==> config.mk <==
export PLATFORM = sky130hd
export DESIGN_NAME = axi_rw_arbiter
export DESIGN_NICKNAME = d
export VERILOG_FILES = /design/src/rtl/axi_rw_arbiter_pkg.sv /design/src/rtl/axi_burst_addr_gen.sv /design/src/rtl/axi_rw_arbiter.sv
export SDC_FILE = /design/constraint.sdc
export NUM_CORES = 1
export LEC_CHECK = 0
export CAP_MARGIN = 20
export CORE_MARGIN = 2
export CORE_UTILIZATION = 47
export CTS_CLUSTER_SIZE = 40
export DETAILED_ROUTE_END_ITERATION = 8
export GPL_ROUTABILITY_DRIVEN = 0
export PLACE_DENSITY = 0.78
export SYNTH_ARGS = -nofsm -noshare
export SYNTH_HDL_FRONTEND = slang
export SYNTH_HIERARCHICAL = 1
export SYNTH_SLANG_ARGS = --single-unit
==> constraint.sdc <==
create_clock -name clk -period 2.55 [get_ports clk]
set_input_delay 0.765 -clock clk [delete_from_list [all_inputs] [get_ports clk]]
set_output_delay 0.765 -clock clk [all_outputs]
set_load 0.02 [all_outputs]
==> src/rtl/axi_rw_arbiter_pkg.sv <==
// Shared definitions for the AXI read/write burst arbiter: FSM encodings,
// grant encoding, width constants and the per-burst address increment.
package axi_rw_arbiter_pkg;

  localparam int AXI_ADDR_W = 30;
  localparam int AXLEN_W    = 8;

  typedef enum logic [2:0] {
    ST_IDLE     = 3'd0,
    ST_WR_START = 3'd1,
    ST_WR_BUSY  = 3'd2,
    ST_RD_START = 3'd3,
    ST_RD_BUSY  = 3'd4
  } arb_state_e;

  typedef enum logic {
    GNT_WR = 1'b0,
    GNT_RD = 1'b1
  } grant_e;

  // Bytes covered by one burst of (len+1) beats.
  function automatic int burst_incr(input int len, input int beat_bytes);
    return (len + 1) * beat_bytes;
  endfunction

endpackage

==> src/rtl/axi_burst_addr_gen.sv <==
// Per-direction burst address pointer: advances on done, wraps inside its
// region, and defers a clear that arrives while a burst is in flight.
module axi_burst_addr_gen
  import axi_rw_arbiter_pkg::*;
#(
  parameter int                ADDR_W   = AXI_ADDR_W,
  parameter int                INCR     = 2048,
  parameter logic [ADDR_W-1:0] BEG_ADDR = '0,
  parameter logic [ADDR_W-1:0] END_ADDR = '0
) (
  input  logic              clk,
  input  logic              rst,
  input  logic              active_i,
  input  logic              clr_i,
  input  logic              done_i,
  output logic [ADDR_W-1:0] addr_o
);

  localparam logic [ADDR_W+1:0] INCR_X = (ADDR_W+2)'(INCR);
  localparam logic [ADDR_W+1:0] END_X  = {2'b00, END_ADDR};

  logic [ADDR_W-1:0] addr_q, addr_d;
  logic              pend_q, pend_d;
  logic [ADDR_W+1:0] nxt, nxt_end;
  logic [ADDR_W-1:0] adv;

  // The following burst must still fit below END_ADDR, otherwise rewind.
  assign nxt     = {2'b00, addr_q} + INCR_X;
  assign nxt_end = nxt + INCR_X;
  assign adv     = (nxt_end > END_X) ? BEG_ADDR : nxt[ADDR_W-1:0];

  always_comb begin
    addr_d = addr_q;
    pend_d = pend_q;
    if (done_i) begin
      addr_d = (clr_i || pend_q) ? BEG_ADDR : adv;
      pend_d = 1'b0;
    end else if (clr_i) begin
      if (active_i) pend_d = 1'b1;
      else          addr_d = BEG_ADDR;
    end
  end

  always_ff @(posedge clk) begin
    if (rst) begin
      addr_q <= BEG_ADDR;
      pend_q <= 1'b0;
    end else begin
      addr_q <= addr_d;
      pend_q <= pend_d;
    end
  end

  assign addr_o = addr_q;

endmodule

==> src/rtl/axi_rw_arbiter.sv <==
// Schedules one AXI4 port between the burst write and burst read masters.
// Round-robin by default; define RW_ARB_RD_PRIO_EN for fixed read priority.
module axi_rw_arbiter
  import axi_rw_arbiter_pkg::*;
#(
  parameter int                 ADDR_W      = AXI_ADDR_W,
  parameter logic [AXLEN_W-1:0] BURST_LEN   = 8'd255,
  parameter int                 BEAT_BYTES  = 8,
  parameter logic [ADDR_W-1:0]  WR_BEG_ADDR = 30'd0,
  parameter logic [ADDR_W-1:0]  WR_END_ADDR = 30'd1048576,
  parameter logic [ADDR_W-1:0]  RD_BEG_ADDR = 30'd0,
  parameter logic [ADDR_W-1:0]  RD_END_ADDR = 30'd1048576
) (
  input  logic               clk,
  input  logic               rst,
  input  logic               wr_req,
  input  logic               wr_addr_clr,
  input  logic               rd_req,
  input  logic               rd_addr_clr,
  input  logic               wr_ready,
  input  logic               wr_done,
  input  logic               rd_ready,
  input  logic               rd_done,
  output logic               wr_start,
  output logic [ADDR_W-1:0]  wr_addr,
  output logic [AXLEN_W-1:0] wr_len,
  output logic               rd_start,
  output logic [ADDR_W-1:0]  rd_addr,
  output logic [AXLEN_W-1:0] rd_len,
  output logic               busy
);

  localparam int INCR = burst_incr(int'(BURST_LEN), BEAT_BYTES);

  arb_state_e state_q, state_d;
  logic       wr_vld, rd_vld, pick_rd;
  logic       wr_start_q, rd_start_q;

  // A master that is not ready is simply not a candidate this cycle.
  assign wr_vld = wr_req & wr_ready;
  assign rd_vld = rd_req & rd_ready;

`ifdef RW_ARB_RD_PRIO_EN
  assign pick_rd = rd_vld;
`else
  grant_e last_grant_q, last_grant_d;

  assign pick_rd = rd_vld & (~wr_vld | (last_grant_q == GNT_WR));

  always_comb begin
    last_grant_d = last_grant_q;
    if (state_q == ST_IDLE && (wr_vld || rd_vld))
      last_grant_d = pick_rd ? GNT_RD : GNT_WR;
  end

  always_ff @(posedge clk) begin
    if (rst) last_grant_q <= GNT_WR;
    else     last_grant_q <= last_grant_d;
  end
`endif

  always_comb begin
    state_d = state_q;
    case (state_q)
      ST_IDLE: begin
        if (pick_rd)     state_d = ST_RD_START;
        else if (wr_vld) state_d = ST_WR_START;
      end
      ST_WR_START: state_d = ST_WR_BUSY;
      ST_WR_BUSY:  if (wr_done) state_d = ST_IDLE;
      ST_RD_START: state_d = ST_RD_BUSY;
      ST_RD_BUSY:  if (rd_done) state_d = ST_IDLE;
      default:     state_d = ST_IDLE;
    endcase
  end

  always_ff @(posedge clk) begin
    if (rst) begin
      state_q    <= ST_IDLE;
      wr_start_q <= 1'b0;
      rd_start_q <= 1'b0;
    end else begin
      state_q    <= state_d;
      wr_start_q <= (state_d == ST_WR_START);
      rd_start_q <= (state_d == ST_RD_START);
    end
  end

  axi_burst_addr_gen #(
    .ADDR_W   (ADDR_W),
    .INCR     (INCR),
    .BEG_ADDR (WR_BEG_ADDR),
    .END_ADDR (WR_END_ADDR)
  ) u_wr_addr (
    .clk      (clk),
    .rst      (rst),
    .active_i (state_q == ST_WR_START || state_q == ST_WR_BUSY),
    .clr_i    (wr_addr_clr),
    .done_i   (wr_done && state_q == ST_WR_BUSY),
    .addr_o   (wr_addr)
  );

  axi_burst_addr_gen #(
    .ADDR_W   (ADDR_W),
    .INCR     (INCR),
    .BEG_ADDR (RD_BEG_ADDR),
    .END_ADDR (RD_END_ADDR)
  ) u_rd_addr (
    .clk      (clk),
    .rst      (rst),
    .active_i (state_q == ST_RD_START || state_q == ST_RD_BUSY),
    .clr_i    (rd_addr_clr),
    .done_i   (rd_done && state_q == ST_RD_BUSY),
    .addr_o   (rd_addr)
  );

  assign wr_start = wr_start_q;
  assign rd_start = rd_start_q;
  assign wr_len   = BURST_LEN;
  assign rd_len   = BURST_LEN;
  assign busy     = (state_q != ST_IDLE);

endmodule

After elaboration in Yosys (flattened, before gate mapping):

Index checks and enable logic that the tools add are counted.

* register bits: 68
* latch bits: 0
* RAM bits: 0
* memory bits (read-only): 0
* input port bits: 10
* output and inout port bits: 79
* word-level logic and storage cells: 62
* memories kept: 0

* add/subtract/negate cells: 4
* multipliers: 0
* divide/modulo/power cells: 0
* order comparisons: 2
* eq/ne operators: 8
* shift operators: 0
* mux-type cells: 16
* bitwise logic cells: 6
* reductions and logical operators: 18

Operator list (count)
* 2-to-1 mux 30 bit: 10
* adder 32 x 12 -> 32 bit (second input constant): 2
* > comparator 32 x 21 -> 1 bit (second input constant): 2
* adder 30 x 12 -> 31 bit (second input constant): 2
* case mux 3 bit (5 select lines): 1
* 2-to-1 mux 3 bit: 4
* == test 3 x 2 -> 1 bit (second input constant): 3
* AND reduction 2 bit: 4
* == test 3 x 1 -> 1 bit (second input constant): 2
* logical OR 1 bit: 5
* inequality test 2 bit (second input constant): 2
* nonzero test 2 bit: 2
* OR reduction 2 bit: 2
* AND 1 bit: 3
* == test 3 bit (second input constant): 1
* logical AND 1 bit: 3
* logical NOT 3 bit: 1
* nonzero test 3 bit: 1
* inverter 1 bit: 2
* 2-to-1 mux 1 bit: 1
* OR 1 bit: 1

Depth between registers and ports, before layout:

Gate-level depths: netlist of run 1.

* depth in word-level cells: 7
* mapped depth: 13
* mapped depth without buffers: 11

Modules after synthesis:

Netlist of run 1, hierarchy kept.

By module, submodules not included
* axi_burst_addr_gen: times used 2, cells each 234, area an instance 1888.1 µm², seq. area each 400.4 µm²
* axi_rw_arbiter: times used 1, cells each 50, area an instance 421.7 µm², seq. area each 120.1 µm²

Worst setup path before layout of run 1:

No wires, ideal clock.

* path type: register to register
* from: register u_rd_addr.addr_q[12] (netlist: u_rd_addr/addr_o[12])
* to: register u_rd_addr.addr_q[13] (netlist: u_rd_addr/addr_o[13])
* library setup time: 58 ps
* arrival: 2916 ps
* required time: 2492 ps
* path slack: -423 ps
* stages on the path, launching flop included: 13
* path buffers: 2
* cell sequence: dfxtp_1 ha_1 buf_2 and3b_1 o221ai_1 a211oi_1 nand3_1 o21ai_0 nand4_1 a2111o_1 buf_6 nor3b_2 a211o_1

* longest elaborated chain between the ends: 6

Ends and longest elaborated chain
* start: declaration: RTL line axi_burst_addr_gen.sv:22 `logic [ADDR_W-1:0] addr_q, addr_d;`
* start signal: assignment: RTL line axi_burst_addr_gen.sv:49 `addr_q <= addr_d;`
* adder 30 x 12 -> 31 bit (*): RTL line axi_burst_addr_gen.sv:28 `assign nxt = {2'b00, addr_q} + INCR_X;`
* adder 32 x 12 -> 32 bit: RTL line axi_burst_addr_gen.sv:29 `assign nxt_end = nxt + INCR_X;`
* > comparator 32 x 21 -> 1 bit: RTL line axi_burst_addr_gen.sv:30 `assign adv = (nxt_end > END_X) ? BEG_ADDR : nxt[ADDR_W-1:0];`
* 2-to-1 mux 30 bit (*): RTL line axi_burst_addr_gen.sv:30
* 2-to-1 mux 30 bit (*): RTL line axi_burst_addr_gen.sv:36 `addr_d = (clr_i || pend_q) ? BEG_ADDR : adv;`
* 2-to-1 mux 30 bit (*): RTL line axi_burst_addr_gen.sv:35 `if (done_i) begin`

Mark *: on every way between the ends. The rest lies on a longest branch, timed or not.
A chain may end at the register's enable or synchronous reset.

Worst setup path in the final report of run 1:

* from: register u_rd_addr.addr_q[12] (netlist: u_rd_addr/addr_o[12])
* to: register u_rd_addr.addr_q[17] (netlist: u_rd_addr/addr_o[17])

The elaborated chain is that of the path after synthesis.

==> run summary, run 1 <==
===================================================================================
Vias per cell ........................................................         5.87
Die span in x ........................................................      98.5 um
Yosys warnings .......................................................            6
CP Capture Type ......................................................     register
TritonCTS clock tree .................................................          yes
Highest metal layer with signal wires ................................         met4
Source-to-sink clock delay at the later pin of the worst-skew pair ...       310 ps
Post-synthesis cell type count .......................................           65
Total length of routed wires .........................................      13.3 mm
Overall die area .....................................................    9700 um^2
Most frequent CP cell ................................................ sky130_fd_sc_hd__nand4_1
Number of I/O port buffers ...........................................           50
First-pass iteration count of the detailed router ....................            5
Final hold violation count ...........................................            0
Clock sink total .....................................................           46
Y dimension of the die ...............................................      98.5 um
Total placed cells including tap cells ...............................          748
Worst slew margin ....................................................        64.3%
Clock Power Share ....................................................        33.4%
Ports ................................................................           89
Cell type with the largest total area after synthesis ................ sky130_fd_sc_hd__dfxtp_1
Detailed-routed wire length on met2 ..................................      6.95 mm
Cell area power density ..............................................  219 nW/um^2
RSZ-0062 raised after global routing .................................         true
Main flop type after synthesis ....................................... sky130_fd_sc_hd__dfxtp_1
Clock buffer count from CTS ..........................................            5
Total internal power .................................................     0.960 mW
Part of the power in registers .......................................        53.8%
Detailed route wirelength on metal3 ..................................       633 um
Number of synthesized flops with an enable pin .......................            0
Arrival time of data at the critical path endpoint ...................      3160 ps
Dpl hpwl .............................................................      8.68 mm
Standard-cell rows ...................................................           34
Vias in the first global route .......................................         4373
# DRC ................................................................            0
Bufs on Longest Clock Path ...........................................            2
Number of hold buffers added after CTS ...............................            0
Count of placed standard cells in the final layout, fillers left out .          787
Total vias in the final route ........................................         4619
Achievable Freq ......................................................      344 MHz
Wire length of the first global-routing pass .........................      20.0 mm
Max Cap Viol .........................................................            0
Final cycle utilization of the critical path .........................         114%
Routed length per placed instance ....................................      17.0 um
Switching Power ......................................................     0.386 mW
Fraction of synthesized cell area taken by the top area cell type ....        21.9%
Mean cell area of the mapped netlist .................................    8.10 um^2
Total Negative Setup Slacks ..........................................     -5580 ps
Transition time of the tightest slew-check pin .......................       528 ps
Clock root cell ...................................................... sky130_fd_sc_hd__clkbuf_8
Largest net degree at the start of global routing ....................           20
Final Setup Violations ...............................................           20
Count of antenna diodes in the layout ................................            0
Crit path max fanout .................................................            6
Result of the run .................................................... complete, but fails checks
Initial Util .........................................................        48.4%
Critical Path Start Type .............................................     register
Largest cells by area after synthesis ................................ sky130_fd_sc_hd__dfxtp_1, sky130_fd_sc_hd__buf_4, sky130_fd_sc_hd__nand2_1
Number of DRC markers after the initial detailed-route iteration .....          260
Switching power as a share of total power ............................        28.7%
Leakage dissipation ..................................................      2.66 nW
CP max-delay cell .................................................... sky130_fd_sc_hd__a2111o_1
Ordered list of cells on the worst path .............................. buf_6 > nand4_1 > nor4_4 > xor2_1 > nand3_1 > o32ai_2 > nand4_1 > buf_4 > a2111o_1 > a21oi_1 > a21o_1
Share of post-route cells with drive strength above 1 ................        40.4%
Worst endpoint required time .........................................      2800 ps
Post-synth design cell area ..........................................    4200 um^2
Max VDD drop .........................................................       231 uV
Kind of critical path ................................................      reg2reg
Comb pwr share .......................................................        12.8%
Number of antenna violations at the first check in global routing ....            0
Routed length on met1 ................................................      5.15 mm
Overflow left after global routing ...................................            0
Minimum clock period .................................................      2910 ps
Remaining antenna violation count after routing ......................            0
Setup clock skew after layout ........................................      10.9 ps
Htree depth ..........................................................            2
Violations in the final reports ...................................... negative setup slack
Max-slew violation total from the final report .......................            0
Part of the Yosys area used for sequential elements ..................        21.9%
Number of nets in the finished design ................................          692
Tightest Hold Check Type .............................................      reg2reg
Crit path setup slack, layout ........................................      -359 ps
Total global-route track usage .......................................        24.7%
Gate count of the mapped netlist .....................................          518
Slowest stage delay, CP ..............................................       500 ps
Clock transition at the registers of the reported paths ..............       100 ps
Core Box Area ........................................................    8680 um^2
Synth-to-Final Area Change ...........................................        46.5%
Share of synthesized flip-flops with an asynchronous set or reset ....           0%
Yosys reg bits .......................................................           46
===================================================================================
==> cell usage after synthesis, types with 3 or more instances <==
master and count:
sky130_fd_sc_hd__nand2_1 48, sky130_fd_sc_hd__dfxtp_1 46, sky130_fd_sc_hd__buf_4 40, sky130_fd_sc_hd__a21oi_1 35, sky130_fd_sc_hd__nor2_1 24, sky130_fd_sc_hd__nand3_1 23
sky130_fd_sc_hd__and2_1 22, sky130_fd_sc_hd__xnor2_1 18, sky130_fd_sc_hd__xor2_1 16, sky130_fd_sc_hd__nand4_1 15, sky130_fd_sc_hd__nor3_1 14, sky130_fd_sc_hd__o21ai_0 14
sky130_fd_sc_hd__a211o_1 10, sky130_fd_sc_hd__clkbuf_1 10, sky130_fd_sc_hd__clkbuf_8 10, sky130_fd_sc_hd__or3_1 10, sky130_fd_sc_hd__a211oi_1 8, sky130_fd_sc_hd__buf_2 8
sky130_fd_sc_hd__nand2b_1 8, sky130_fd_sc_hd__a21o_1 7, sky130_fd_sc_hd__and3_1 6, sky130_fd_sc_hd__and4_1 6, sky130_fd_sc_hd__inv_1 6, sky130_fd_sc_hd__mux2i_1 6
sky130_fd_sc_hd__nor2b_1 6, sky130_fd_sc_hd__nor4_4 6, sky130_fd_sc_hd__nor4_2 5, sky130_fd_sc_hd__a32o_1 4, sky130_fd_sc_hd__buf_6 4, sky130_fd_sc_hd__ha_1 4
sky130_fd_sc_hd__nor3b_1 4, sky130_fd_sc_hd__o2111a_1 4, sky130_fd_sc_hd__o211ai_1 4, sky130_fd_sc_hd__o22ai_1 4, sky130_fd_sc_hd__or3_2 4, sky130_fd_sc_hd__and2b_1 3
sky130_fd_sc_hd__conb_1 3, sky130_fd_sc_hd__nor4_1 3, sky130_fd_sc_hd__or3b_1 3
==> cell usage in the layout (no fill, tap or decap), types with 8 or more instances in the layout <==
cell	instances
sky130_fd_sc_hd__a21oi_2	9
sky130_fd_sc_hd__and2_1	22
sky130_fd_sc_hd__xor2_1	10
sky130_fd_sc_hd__buf_4	131
sky130_fd_sc_hd__nor4_4	10
sky130_fd_sc_hd__o21ai_0	10
sky130_fd_sc_hd__nand3_1	18
sky130_fd_sc_hd__a211o_1	10
sky130_fd_sc_hd__nor3_1	9
sky130_fd_sc_hd__a21oi_1	25
sky130_fd_sc_hd__or3_4	9
sky130_fd_sc_hd__dfxtp_4	12
sky130_fd_sc_hd__conb_1	38
sky130_fd_sc_hd__dfxtp_2	20
sky130_fd_sc_hd__dfxtp_1	14
sky130_fd_sc_hd__nand2b_1	8
sky130_fd_sc_hd__xnor2_1	15
sky130_fd_sc_hd__nand4_1	15
sky130_fd_sc_hd__nand2_1	48
sky130_fd_sc_hd__nor2_1	24
sky130_fd_sc_hd__clkdlybuf4s50_1	50
==> state kept, by name, indices dropped and copies added, names as in the netlist <==
signal / flops
u_wr_addr/pend_q: 1
last_grant_q: 1
state_q: 3
u_rd_addr/pend_q: 1
u_wr_addr/addr_o: 19
rd_start: 1
u_rd_addr/addr_o: 19
wr_start: 1
==> layer usage <==
layer | GRT usage (%) | vias to the layer above
met2 | 43.5 | 204
met4 | 13.2 | 0
met3 | 3.69 | 55
met1 | 28.8 | 2224
li1 | - | 2136
met5 | 0 | -
==> power groups by stage <==
stage | logic [mW] | clock network [mW] | registers, mW
after global routing | 0.185 | 0.493 | 0.726
after detailed placement | 0.164 | 0 | 0.750
after global placement | 0.161 | 0 | 0.749
after CTS | 0.167 | 0.462 | 0.728
after floorplan | 0.153 | 0 | 0.750
final | 0.172 | 0.450 | 0.725
==> logic make-up after synthesis <==
group | count (synthesis) | share of synthesized area (%)
AOI/OAI and AO/OA | 118 | 19.9
adders and majority gates | 4 | 1.19
and+or+nand+nor | 227 | 34.0
DFF | 46 | 21.9
xor gates and xnor gates | 34 | 7.09
other | 3 | 0.268
muxes | 6 | 1.43
buffers and inverters | 80 | 14.1
==> worst max-delay path: cells and delay by family, from the launching register on <==
kind                   cells  cell delay, ps
AO/OA/AOI/OAI              4             990
AND/OR/NAND/NOR            4             870
flip-flops                 1             400
buffers and inverters      2             310
XOR/XNOR                   1             290
==> final timing paths <==
check / startpoint / end / slack (ps) / depth (start not counted)
setup reg to reg: u_rd_addr/addr_o[12] / u_rd_addr/addr_o[17] / -360 / 11
hold / removal: u_wr_addr/addr_o[17] / u_wr_addr/addr_o[17] / 510 / 1
setup / recovery: u_rd_addr/addr_o[12] / u_rd_addr/addr_o[17] / -360 / 11
hold reg to reg: u_wr_addr/addr_o[17] / u_wr_addr/addr_o[17] / 510 / 1
==> metrics by stage <==
| stage | util [%] | power (mW) | hold slack (ps) | cell area [um^2] | worst slack (ps) |
|---|---|---|---|---|---|
| finish | 70.8 | 1.35 | 510 | 6150 | -359 |
| global route | 70.8 | 1.40 | 527 | 6150 | -521 |
| CTS | 68.4 | 1.36 | 517 | 5930 | -158 |
| detailed placement | 63.2 | 0.913 | 496 | 5490 | -269 |
| global placement | 63.2 | 0.909 | 486 | 5490 | -208 |
| floorplan | - | 0.903 | 473 | 4580 | -46.7 |
==> repair_timing <==
action                     in CTS  in global routing
pin swaps                      53                 25
hold endpoints to repair        0                  0
setup buffers                  20                  9
gates resized for setup        38                 33
setup endpoints to repair      20                 20
gates cloned                    2                  0
==> layout make-up <==
cell class / count / area [um^2]
flip-flops and latches: 46 / 991
well taps: 108 / 135
repair buffers: 190 / 1620
clock inverters: 3 / 16.3
inverters: 6 / 22.5
clock buffers: 5 / 68.8
multi-input cells: 429 / 3290
fillers: 613 / 2530
Note: power is estimated with default switching activity, not from simulation.
==> inputs of run 2 (changes only) <==
- MAX_ROUTING_LAYER: not set -> met4
==> run 2 against run 1 <==
Net effect: register-to-register slack worse by 30 ps; sequential share of layout area unchanged; worst hold slack better by 3.4 ps; critical path depth unchanged; die area unchanged; clock skew about the same; non-clock buffer count unchanged; the run still ends with negative setup slack left; power down 0.23%; setup slack worse by 31 ps; final cell count unchanged; utilization unchanged; combinational power about the same.
==> run summary, run 2 (synthesis gave the netlist of run 1 again) <==
===================================================================================
Share of post-route cells with drive strength above 1 ................        40.4%
Total placed cells including tap cells ...............................          748
Total global-route track usage .......................................        25.4%
Ports ................................................................           89
RSZ-0062 raised after global routing .................................         true
Total length of routed wires .........................................      13.3 mm
Leakage dissipation ..................................................      2.66 nW
Tightest Hold Check Type .............................................      reg2reg
Number of nets in the finished design ................................          692
Count of buffer and inverter cells on the critical path ..............            2
Most frequent CP cell ................................................ sky130_fd_sc_hd__nand4_1
Clock transition at the registers of the reported paths ..............       100 ps
Worst slew margin ....................................................        63.2%
Kind of critical path ................................................      reg2reg
Top library cells by usage in the layout, fill and taps aside ........ sky130_fd_sc_hd__buf_4, sky130_fd_sc_hd__clkdlybuf4s50_1, sky130_fd_sc_hd__nand2_1
TritonCTS clock tree .................................................          yes
CP Capture Type ......................................................     register
Max VDD drop .........................................................       229 uV
Overall die area .....................................................    9700 um^2
Final cycle utilization of the critical path .........................         115%
CP max-delay cell .................................................... sky130_fd_sc_hd__a2111o_1
Number of DRC markers after the initial detailed-route iteration .....          255
Final hold violation count ...........................................            0
Max-slew violation total from the final report .......................            0
Worst R2R Start ...................................................... u_rd_addr/addr_o[12]
Area of the multi-input gates ........................................    3290 um^2
Number of antenna violations at the first check in global routing ....            0
Bufs on Longest Clock Path ...........................................            2
Setup slack on the worst flop-to-flop path ...........................      -390 ps
Worst min-delay path startpoint ...................................... u_wr_addr/addr_o[17]
Area used by sequential logic in the layout ..........................     991 um^2
# DRC ................................................................            0
Final Setup Violations ...............................................           20
Synth-to-Final Area Change ...........................................        46.5%
Result of the run .................................................... complete, but fails checks
Capture endpoint of the worst hold path .............................. u_wr_addr/addr_o[17]
Number of I/O port buffers ...........................................           50
Remaining antenna violation count after routing ......................            0
Leading cell type in the layout, fill and taps excluded .............. sky130_fd_sc_hd__buf_4
Count of antenna diodes in the layout ................................            0
Routed length per placed instance ....................................      16.9 um
Standard-cell rows ...................................................           34
Critical Path Start Type .............................................     register
Clock sink total .....................................................           46
Largest net degree at the start of global routing ....................           20
Total vias in the final route ........................................         4595
Number of fill cells in the layout ...................................          616
Wire length of the first global-routing pass .........................      20.1 mm
Source-to-sink clock delay at the later pin of the worst-skew pair ...       310 ps
Count of placed standard cells in the final layout, fillers left out .          787
Y dimension of the die ...............................................      98.5 um
Clock buffer count from CTS ..........................................            5
Crit path setup slack, layout ........................................      -390 ps
Sum of internal, switching and leakage power .........................      1.34 mW
Htree depth ..........................................................            2
Ordered list of cells on the worst path .............................. buf_6 > nand4_1 > nor4_4 > xor2_1 > nand3_1 > o32ai_2 > nand4_1 > buf_4 > a2111o_1 > a21oi_1 > a21o_1
Worst setup slack after placement ....................................      -269 ps
Minimum clock period .................................................      2940 ps
Core Box Area ........................................................    8680 um^2
Number of hold buffers added after CTS ...............................            0
Arrival time of data at the critical path endpoint ...................      3200 ps
Initial Util .........................................................        48.4%
First-pass iteration count of the detailed router ....................            5
Min-Delay Path Depth .................................................            1
Vias in the first global route .......................................         4378
Achievable Freq ......................................................      340 MHz
Vias per cell ........................................................         5.84
Family with the most delay on the worst path ......................... compound AO/OA/AOI/OAI gates
Max Cap Viol .........................................................            0
Slowest stage delay, CP ..............................................       500 ps
Dpl hpwl .............................................................      8.68 mm
Cell area power density ..............................................  218 nW/um^2
Worst endpoint required time .........................................      2810 ps
Setup clock skew after layout ........................................      11.2 ps
Clock root cell ...................................................... sky130_fd_sc_hd__clkbuf_8
Crit path max fanout .................................................            6
Transition time of the tightest slew-check pin .......................       544 ps
Overflow left after global routing ...................................            0
Violations in the final reports ...................................... negative setup slack
Worst r2r path cells .................................................           11
Die span in x ........................................................      98.5 um
Critical R2R Capture ................................................. u_rd_addr/addr_o[17]
===================================================================================
==> run 2: final cells by class <==
| class | count | area share [%] |
|---|---|---|
| Timing Repair Buffer | 190 | 26.4 |
| Inverter | 6 | 0.366 |
| Multi-Input combinational cell | 429 | 53.6 |
| Tap cell | 108 | 2.20 |
| Clock buffer | 5 | 1.12 |
| Sequential cell | 46 | 16.1 |
| Clock inverter | 3 | 0.265 |
==> run 2: what timing repair did <==
| item | 4_1_cts | 5_1_grt |
|---|---|---|
| pin swaps | 53 | 28 |
| hold endpoints to repair | 0 | 0 |
| resized for setup | 38 | 33 |
| endpoints found under the setup margin | 20 | 20 |
| setup buffers | 20 | 9 |
| gates cloned | 2 | 0 |
==> run 2: how the worst max path moves through the flow <==
stage                               from  cells after the start  slack (ps)                   end
floorplan           u_rd_addr/addr_o[12]                     12         -50  u_rd_addr/addr_o[13]
global placement                 wr_done                      8        -210  u_wr_addr/addr_o[13]
detailed placement  u_rd_addr/addr_o[13]                      9        -270  u_rd_addr/addr_o[13]
CTS                 u_rd_addr/addr_o[18]                     10        -160  u_rd_addr/addr_o[17]
global route        u_rd_addr/addr_o[12]                     11        -520  u_rd_addr/addr_o[17]
finish              u_rd_addr/addr_o[12]                     11        -390  u_rd_addr/addr_o[17]
==> run 2: metrics by stage <==
stage | util, % | TNS [ps] | instance area, um^2 | hold slack [ps]
2_1_floorplan | - | -285 | 4580 | 473
3_3_place_gp | 63.2 | -2600 | 5490 | 486
3_5_place_dp | 63.2 | -3960 | 5490 | 496
4_1_cts | 68.4 | -2460 | 5930 | 517
5_1_grt | 70.8 | -8600 | 6150 | 526
6_report | 70.8 | -5840 | 6150 | 513
==> run 2: layer usage <==
| layer | up-vias | part of all wire (%) | GRT usage (%) |
|---|---|---|---|
| met5 | - | 0 | - |
| met1 | 2216 | 38 | 28.9 |
| met4 | 0 | 3.1 | 13.2 |
| met3 | 37 | 5.3 | 3.48 |
| li1 | 2134 | - | - |
| met2 | 208 | 53 | 43.5 |
==> run 2: where the power goes <==
group / leakage [nW] / internal, mW / switching (mW) / total, mW
clock: 0.0416 / 0.188 / 0.259 / 0.447
combinational: 2.23 / 0.0574 / 0.114 / 0.172
sequential: 0.391 / 0.714 / 0.0101 / 0.725
total: 2.66 / 0.960 / 0.383 / 1.34
==> patch (settings of run 1) <==
Reset style: asynchronous (`rst`), changed in 3 clocked blocks.
--- a/src/rtl/axi_burst_addr_gen.sv
+++ b/src/rtl/axi_burst_addr_gen.sv
@@ -41,7 +41,7 @@
     end
   end
 
-  always_ff @(posedge clk) begin
+  always_ff @(posedge clk or posedge rst) begin
     if (rst) begin
       addr_q <= BEG_ADDR;
       pend_q <= 1'b0;
--- a/src/rtl/axi_rw_arbiter.sv
+++ b/src/rtl/axi_rw_arbiter.sv
@@ -53,7 +53,7 @@
       last_grant_d = pick_rd ? GNT_RD : GNT_WR;
   end
 
-  always_ff @(posedge clk) begin
+  always_ff @(posedge clk or posedge rst) begin
     if (rst) last_grant_q <= GNT_WR;
     else     last_grant_q <= last_grant_d;
   end
@@ -74,7 +74,7 @@
     endcase
   end
 
-  always_ff @(posedge clk) begin
+  always_ff @(posedge clk or posedge rst) begin
     if (rst) begin
       state_q    <= ST_IDLE;
       wr_start_q <= 1'b0;
Behaviour: differs if rst is asserted again (counterexample within 4 cycles, from zero or initial values and one cycle with rst high); with rst held inactive, the same outputs for 10 cycles.
==> patch against run 1 <==
The flow still finishes with violations (setup timing); setup slack got worse by 0.034 ns; wire length increased by 6.3%; worst hold slack improved by 0.026 ns; sequential cell count unchanged; via count increased by 4.7%; first-iteration DRC count increased by 80%; design area increased by 2.5%; utilization decreased by 2.7 points; synthesized area increased by 6.5%; non-clock buffer count increased by 11; sequential share of layout area increased by 2.3 points; clock skew about the same; critical path type unchanged; largest cell class unchanged.
Power is not compared: it rests on default switching activity, and its combinational part moved more than twofold at a synthesized area within 25%.
==> patch: results (changes against run 1) <==
Global route
  – Met1 Use GR: 36.4% (+7.7 points)
  – Largest net degree at the start of global routing: 21 (+5.0%)
  – Tot GR Track Use: 27.1% (+2.4 points)
  – Vias in the first global route: 4,608 (+5.4%)
  – GRT met2 Usage: 45.6% (+2.1 points)
  – GR Layer Usage met3: 3.45% (-0.24 points)
  – Initial antenna violation count: 0 (unchanged)
  – First-pass GRT wire length: 22,600 µm (+13%)

Setup path
  – WS Path Type: register to register
  – FF-to-FF Start: u_rd_addr/addr_o[11]$_DFFE_PP0P_
  – Worst Setup EP: u_rd_addr/addr_o[14]$_DFFE_PP0P_
  – Crit path max fanout: 15 (+9)
  – Worst EP arrival: 3.17 ns (about the same)
  – Depth of the most critical reg-to-reg path: 12 (+1)

Clock tree
  – CTS Root Cell: clkbuf_8
  – H-tree depth: 2 (unchanged)
  – Clock Tree Buf Depth: 2 (unchanged)
  – Clock-pin slew on the worst setup and hold paths: 0.09 ns
  – Clk_lat worst skew: 0.31 ns (about the same)
  – Total CTS buffers: 5 (unchanged)

Timing
  – Setup_tns: -6.25 ns (-0.671 ns)
  – Worst hold margin: 0.535 ns (+0.0258 ns)
  – Worst Clk Skew: 0.0109 ns (-0.0000719 ns)
  – Relative slew slack: 50.6% (-14 points)
  – Final setup viols: 20 (unchanged)
  – Final setup margin: -0.393 ns (-0.0340 ns)

Routing
  – Vias per cell: 5.80 (-1.1%)
  – First-pass DRT Iterations: 6 (+1)
  – Routed WL per cell: 17.0 µm (+0.42%)
  – Starting DRT DRC Count: 467 (+80%)

Status
  – Outcome: finished, violations left
  – Failing checks: setup timing

Final layout
  – Share of cells above drive strength 1: 33.7% (-6.7 points)
  – Fin nets: 717 (+3.6%)
  – Antenna diodes: 0 (unchanged)
  – Final Non-Filler Cells: 833 (+5.8%)

Placement
  – Input/output buffers: 50 (unchanged)
  – Dpl hpwl: 10,500 µm (+21%)
  – Placed Area: 0.00588 mm² (+7.3%)
  – Dpl cells: 813 (+8.7%)

Power and ir drop
  – Worst VDD drop: 0.522 mV
  – Leakage: 0.00271 µW

Synthesis
  – Sequential area share after synthesis: 25.7% (+3.8 points)
  – Unique masters post-synth: 71 (+9.2%)
  – Avg Inst Size Synth: 8.34 µm² (+2.9%)
  – Synth cell count leaders: buf_4 (54), nor2_1 (48), dfrtp_1 (46), nand2_1 (34), nand3_1 (34)
  – Count leader, synth: buf_4
  – Top post-synthesis cells by area: dfrtp_1 (26%), buf_4 (9.1%), xnor2_1 (5.3%)
  – Syn. warnings: 6 (unchanged)
  – Async SR Flop Fraction: 100% (+100 points)

Worst hold path
  – Hold_sp: u_wr_addr/pend_q$_DFFE_PP0P_
  – Hold Crit Depth: 2 (+1)
  – HP Class: register to register
  – Hold Path End: u_wr_addr/pend_q$_DFFE_PP0P_
patch: cell count changes after synthesis, moves of 8 or more:
cell and delta:
a211o_1 -8, a21oi_1 -19, a31oi_1 +20, buf_4 +14
clkbuf_8 -10, dfrtp_1 +46, dfxtp_1 -46, inv_1 +11
nand2_1 -14, nand3_1 +11, nor2_1 +24, xnor2_1 +9
patch: layout make-up:
cell class / count / area (µm²)
multi-input combinational: 430 / 3080
fill: 701 / 2940
timing repair buffer: 201 / 1730
sequential: 46 / 1160
tap: 129 / 161
inverter: 19 / 73.8
clock buffer: 5 / 68.8
clock inverter: 3 / 26.3
patch: kinds of logic after synthesis:
family	synth area share [%]
AND/OR/NAND/NOR	30.1
AO/OA/AOI/OAI	20.5
buffers and inverters	13.5
flip-flops	25.7
XOR/XNOR	8.03
adder cells (fa/ha/maj)	1.12
other	0.252
multiplexers	0.672
patch: critical path: stages, from the launching register on:
cell and delay (ns):
dfrtp_2 0.46, ha_4 0.20, nand4b_4 0.19, buf_4 0.17, o31ai_1 0.21, a21oi_1 0.18, or4_1 0.53, o31ai_2 0.09
a21oi_2 0.12, nor4b_4 0.28, buf_12 0.18, a31oi_1 0.10, a31oi_1 0.15
patch: where the power goes:
part | internal (µW) | switching, µW
Clock | 204 | 292
Sequential | 795 | 78.3
Combinational | 352 | 487
Total | 1350 | 858
patch: repair_timing:
action,4_1_cts,5_1_grt
setup endpoints to repair,20,21
endpoints found under the hold margin,0,0
buffers inserted,2,9
cloned,1,0
gates resized for setup,17,31
pin swaps,11,9
patch: routing by layer:
layer	vias to the layer above	wire length (µm)	share of wire, %
li1	2199	-	-
met1	2310	5930	42
met2	281	6820	48
met3	44	1090	7.7
met4	0	341	2.4
met5	-	0	0
